[src/rtl/spi_master_interface.sv]
// SPI mode 0 master (CPOL=0, CPHA=0), MSB first, one word per chip-select frame.
// The host starts a frame with start and sees busy, then a one-cycle done pulse.
//
// state    | meaning
// ST_IDLE  | cs high, waiting for start
// ST_SETUP | cs low, sck low, cs-to-first-edge setup time
// ST_SHIFT | sck toggles every CLK_DIV clk; sample on rise, shift on fall
// ST_HOLD  | sck low after the last fall, cs still low
// ST_GAP   | cs high, minimum idle time before the next frame
module spi_master_interface #(
  parameter int DATA_WIDTH      = 16,
  parameter int CLK_DIV         = 4,
  parameter int CS_SETUP_CYCLES = 2,
  parameter int CS_HOLD_CYCLES  = 2,
  parameter int CS_IDLE_CYCLES  = 4
) (
  input  logic                  clk,
  input  logic                  reset,
  input  logic                  start,
  input  logic [DATA_WIDTH-1:0] data_to_send,
  output logic                  busy,
  output logic                  done,
  output logic [DATA_WIDTH-1:0] data_received,
  output logic                  cs,
  output logic                  sck,
  output logic                  mosi,
  input  logic                  miso
);

  localparam int HALF_W = $clog2(CLK_DIV + 1);
  localparam int BIT_W  = $clog2(DATA_WIDTH);
  localparam int TMAX_A = (CS_SETUP_CYCLES > CS_HOLD_CYCLES) ? CS_SETUP_CYCLES : CS_HOLD_CYCLES;
  localparam int TMAX   = (TMAX_A > CS_IDLE_CYCLES) ? TMAX_A : CS_IDLE_CYCLES;
  localparam int TMR_W  = $clog2(TMAX + 1);

  typedef enum logic [2:0] {ST_IDLE, ST_SETUP, ST_SHIFT, ST_HOLD, ST_GAP} state_t;

  state_t                state, state_nxt;
  logic [HALF_W-1:0]     half_cnt, half_cnt_nxt;
  logic [TMR_W-1:0]      tmr, tmr_nxt;
  logic [BIT_W-1:0]      bit_cnt, bit_cnt_nxt;
  // MSB goes straight to mosi on accept, so only the remaining bits are kept here
  logic [DATA_WIDTH-2:0] tx_shift, tx_shift_nxt;
  logic [DATA_WIDTH-1:0] rx_shift, rx_shift_nxt;
  logic [DATA_WIDTH-1:0] data_received_nxt;
  logic                  cs_nxt, sck_nxt, mosi_nxt, busy_nxt, done_nxt;

  always_ff @(posedge clk) begin
    if (reset) begin
      state         <= ST_IDLE;
      half_cnt      <= '0;
      tmr           <= '0;
      bit_cnt       <= '0;
      tx_shift      <= '0;
      rx_shift      <= '0;
      data_received <= '0;
      cs            <= 1'b1;
      sck           <= 1'b0;
      mosi          <= 1'b0;
      busy          <= 1'b0;
      done          <= 1'b0;
    end else begin
      state         <= state_nxt;
      half_cnt      <= half_cnt_nxt;
      tmr           <= tmr_nxt;
      bit_cnt       <= bit_cnt_nxt;
      tx_shift      <= tx_shift_nxt;
      rx_shift      <= rx_shift_nxt;
      data_received <= data_received_nxt;
      cs            <= cs_nxt;
      sck           <= sck_nxt;
      mosi          <= mosi_nxt;
      busy          <= busy_nxt;
      done          <= done_nxt;
    end
  end

  always_comb begin
    state_nxt         = state;
    half_cnt_nxt      = half_cnt;
    tmr_nxt           = tmr;
    bit_cnt_nxt       = bit_cnt;
    tx_shift_nxt      = tx_shift;
    rx_shift_nxt      = rx_shift;
    data_received_nxt = data_received;
    cs_nxt            = cs;
    sck_nxt           = sck;
    mosi_nxt          = mosi;
    busy_nxt          = busy;
    done_nxt          = 1'b0;

    case (state)
      ST_IDLE: begin
        if (start) begin
          tx_shift_nxt = data_to_send[DATA_WIDTH-2:0];
          mosi_nxt     = data_to_send[DATA_WIDTH-1];
          cs_nxt       = 1'b0;
          busy_nxt     = 1'b1;
          bit_cnt_nxt  = '0;
          tmr_nxt      = TMR_W'(CS_SETUP_CYCLES - 1);
          state_nxt    = ST_SETUP;
        end else begin
          mosi_nxt = 1'b0;
        end
      end
      ST_SETUP: begin
        if (tmr == '0) begin
          half_cnt_nxt = '0;
          state_nxt    = ST_SHIFT;
        end else begin
          tmr_nxt = tmr - 1'b1;
        end
      end
      ST_SHIFT: begin
        if (half_cnt == HALF_W'(CLK_DIV - 1)) begin
          half_cnt_nxt = '0;
          sck_nxt      = ~sck;
          if (!sck) begin
            rx_shift_nxt = {rx_shift[DATA_WIDTH-2:0], miso};
          end else if (bit_cnt == BIT_W'(DATA_WIDTH - 1)) begin
            tmr_nxt   = TMR_W'(CS_HOLD_CYCLES - 1);
            state_nxt = ST_HOLD;
          end else begin
            bit_cnt_nxt  = bit_cnt + 1'b1;
            mosi_nxt     = tx_shift[DATA_WIDTH-2];
            tx_shift_nxt = {tx_shift[DATA_WIDTH-3:0], 1'b0};
          end
        end else begin
          half_cnt_nxt = half_cnt + 1'b1;
        end
      end
      ST_HOLD: begin
        if (tmr == '0) begin
          cs_nxt            = 1'b1;
          data_received_nxt = rx_shift;
          done_nxt          = 1'b1;
          tmr_nxt           = TMR_W'(CS_IDLE_CYCLES - 1);
          state_nxt         = ST_GAP;
        end else begin
          tmr_nxt = tmr - 1'b1;
        end
      end
      ST_GAP: begin
        if (tmr == '0) begin
          busy_nxt  = 1'b0;
          state_nxt = ST_IDLE;
        end else begin
          tmr_nxt = tmr - 1'b1;
        end
      end
      default: state_nxt = ST_IDLE;
    endcase
  end

endmodule
[config.mk]
export PLATFORM = sky130hd
export DESIGN_NAME = spi_master_interface
export DESIGN_NICKNAME = d
export VERILOG_FILES = /design/src/rtl/spi_master_interface.sv
export SDC_FILE = /design/constraint.sdc
export NUM_CORES = 1
export LEC_CHECK = 0
export ABC_AREA = 1
export BUFFER_PORTS_ARGS = -buffer_cell sky130_fd_sc_hd__buf_2
export CORE_MARGIN = 8
export CORE_UTILIZATION = 30
export CTS_CLUSTER_DIAMETER = 200
export DETAILED_ROUTE_END_ITERATION = 10
export SLEW_MARGIN = 25
export SYNTH_ARGS = -nofsm -noshare
export SYNTH_HDL_FRONTEND = slang
export SYNTH_SLANG_ARGS = --single-unit
[constraint.sdc]
create_clock -name clk -period 2.5 [get_ports clk]
set_input_delay 0.125 -clock clk [delete_from_list [all_inputs] [get_ports clk]]
set_output_delay 0.125 -clock clk [all_outputs]
set_load 0.005 [all_outputs]
==> impl.org <==
** Run status
- The run finished with clean final reports.

** Floorplan
- For this configuration, the core starts out at a cell density of 30.5%.
- Die W :: 112 um
- Placeable core region :: 9150 um2
- Measured along the y axis, the die boundary spans 112 um.
- In this run the count of I/O pins placed on the die edge is 41.
- The floorplan step defined a die boundary enclosing 12700 um2.
- In this run the core area contains 35 standard-cell rows.

** CTS
- The tree built by TritonCTS fans out to 65 sinks.
- Worst-skew pair later-pin latency :: 0.34 ns
- Buffers inserted to repair hold after CTS numbered 0.
- The number of gates resized after CTS was 0.
- The tree is rooted in a sky130_fd_sc_hd__clkbuf_8.
- TritonCTS built the clock tree.
- Once the clock tree was built, the setup fixing pass inserted 0 buffers.
- Htree depth :: 3
- Clock-pin slew was measured on the worst setup and hold paths at 0.07 ns.
- Maximum root-to-sink buffer count :: 2
- Number of buffers added by the clock tree synthesis step :: 9

** STA
- Setup_tns :: 0 ns
- Final Max Tran Viols :: 0
- Clock Skews :: 0.0108 ns
- For the pin with the worst max-slew slack, the measured transition is 0.884 ns.
- The number of endpoints with negative hold slack in the final report is 0.
- Setup repair after global routing missed its margin :: no
- Final period demand of the worst path :: 2.02 ns
- Setup violations remaining at the end of the flow were counted as 0.
- Portion of the clock cycle consumed by the worst path in the final layout :: 80.8%
- Timing would allow up to 495 MHz.
- Measured against its own limit, the worst slew margin works out to 41.0%.

** Place
- In this run the tool buffered the top-level ports with 40 buffer cells.
- Routability-driven placement congestion ratio :: 0.821
- Detailed placement ended at an HPWL of 4.37 mm.

** Finish
- Proportion of layout cells with a drive suffix above 1 :: 15.2%
- N_diodes :: 0
- Final core utilization :: 35.3%
- Most common cell after layout, fill and taps aside :: sky130_fd_sc_hd__nand2_1
- Number of nets in the final layout :: 453
- Commonest non-fill, non-tap cells in the layout :: sky130_fd_sc_hd__nand2_1 (104), sky130_fd_sc_hd__nor2_1 (79), sky130_fd_sc_hd__dfxtp_1 (65)
- Synth-to-Final Area Change :: 15.6%

** Yosys
- Cell area after synthesis :: 2790 um2
- Distinct cell type count of the synthesized netlist :: 26
- After technology mapping, the gate count stands at 396.
- The Yosys step of the flow raised 0 warnings.
- Number of nets in the synthesized netlist :: 420
- A synthesized cell averages 7.05 um2.
- After synthesis the netlist holds a flip-flop and latch count of 65.
- Summing the sequential cell areas from Yosys gives 46.6% of the chip area.

** Global routing
- Number of antenna violations at the first check in global routing :: 0
- Across every metal layer, demand over resource in global routing totals 10.5%.
- The via count of the first global-routing pass is 2354.
- Entering global routing, the biggest net connects 40 pins.
- The first global-routing pass estimated 10.8 mm of wire.
- For this run the aggregate overflow at the end of global routing stands at 0.

** Setup path
- Required time of the critical path :: 2.70 ns
- Most frequent cell on the critical path :: sky130_fd_sc_hd__nand2_1
- Type of element launching the critical path :: flop
- The worst setup path is captured at a flop.
- In this run the worst path has a maximum fanout of 21.
- Worst Path Class, Setup :: reg2reg
- CP peak stage delay :: 0.51 ns
- Chain of cells forming the critical path :: nand2_1 > nor2_4 > nand2_2 > nand3_2 > inv_2 > nand2_1 > a21oi_1
- Cell at the slowest stage of the critical path :: sky130_fd_sc_hd__dfxtp_1
- Critical path arrival :: 2.22 ns

** Pwr
- VDD IR-drop max :: 0.000474 V
- Leakage dissipation :: 0.00150 uW
- Summing internal, switching and leakage power gives 3300 uW.
- Cell Pwr Density :: 1020 nW/um2

** Drt
- After detailed routing, the number of remaining DRC violations is 0.
- Number of detailed-route iterations in the first pass :: 4
- Wirelength, routed :: 6.42 mm
- In the routed layout, each cell is associated on average with a via count of 4.65.
- The detailed router finished its first iteration with 108 violations.
- The detailed router placed 2534 vias in this run.
- Remaining antenna violation count :: 0
- Wirelength per Cell :: 11.8 um

** Min path
- Type of the tightest min-delay check :: in2reg

** Run
- Across the run, the number of max-cap violations was 0.
## metrics by stage
| stage | area [um2] | hold slack [ns] | worst slack, ns | std cells |
|---|---|---|---|---|
| after floorplan | 2790 | 0.260 | 1.03 | 396 |
| after global placement | 3050 | 0.352 | 0.554 | 529 |
| after detailed placement | 3050 | 0.365 | 0.487 | 529 |
| after CTS | 3230 | 0.000417 | 0.474 | 545 |
| after global routing | 3230 | 0.0340 | 0.303 | 545 |
| final | 3230 | 0.0190 | 0.479 | 545 |
## final timing paths
check | start | slack, ns | cells past startpoint | to
max | state[1]$_SDFFE_PP0P_ | 0.48 | 7 | tx_shift[3]$_SDFFE_PP0P_
min | miso | 0.02 | 3 | rx_shift[0]$_SDFFE_PP0P_
max reg2reg | state[1]$_SDFFE_PP0P_ | 0.48 | 7 | tx_shift[3]$_SDFFE_PP0P_
min reg2reg | cs$_SDFFE_PP1P_ | 0.46 | 2 | cs$_SDFFE_PP1P_
## cell usage after synthesis, drive strengths merged
cell / number / area [um2]
xnor2: 1 / 8.76
xor2: 1 / 8.76
inv: 21 / 78.8
nand2: 106 / 403
nand3: 18 / 105
ha: 4 / 50.1
nor3b: 1 / 7.51
o211ai: 1 / 7.51
o21bai: 2 / 15.0
o21ai: 41 / 205
clkinv: 1 / 3.75
nor2: 82 / 330
clkbuf: 9 / 33.8
dfxtp: 65 / 1300
a21oi: 28 / 140
buf: 10 / 58.8
nor3: 1 / 5.00
nand3b: 1 / 11.3
nand4: 3 / 18.8
## final cells by class
cell class	count	area (um2)
clock inverters	3	23.8
fillers	985	5920
multi-input cells	290	1320
inverters	22	82.6
flip-flops and latches	65	1300
clock buffers	13	159
repair buffers	41	208
well taps	111	139
## critical path, delay by kind of cell (launching register included)
family	cells	cell delay [ns]
buffers and inverters	1	0.22
AND/OR/NAND/NOR	5	1.07
flip-flops	1	0.51
AO/OA/AOI/OAI	1	0.07
## registers in the layout, indices dropped and copies added, names as in the netlist
signal and flops:
bit_cnt 4, busy 1, cs 1, data_received 16, done 1, half_cnt 3, mosi 1, rx_shift 16
sck 1, state 3, tmr 3, tx_shift 15
## logic make-up after synthesis
| logic type | after synthesis | synth area share, % |
|---|---|---|
| adder cells (fa/ha/maj) | 4 | 1.79 |
| XOR/XNOR | 2 | 0.627 |
| flip-flops | 65 | 46.6 |
| AO/OA/AOI/OAI | 72 | 13.2 |
| AND/OR/NAND/NOR | 212 | 31.5 |
| buffers and inverters | 41 | 6.27 |
## power by group
part           internal (uW)  total (uW)  switching (uW)
clock network            419         827             409
logic                    373        1110             737
registers               1240        1360             128
## metal layers
metal  wire length (um)  up-vias  share of wire, %  GRT usage [%]
met5                  0        -                 0              0
met4                 97        0               1.5           4.59
met3                340        9               5.3           3.70
met2               2900       59                45           16.8
met1               3080     1136                48           12.5
li1                   -     1330                 -              -
Note: power is estimated with default switching activity, not from simulation.
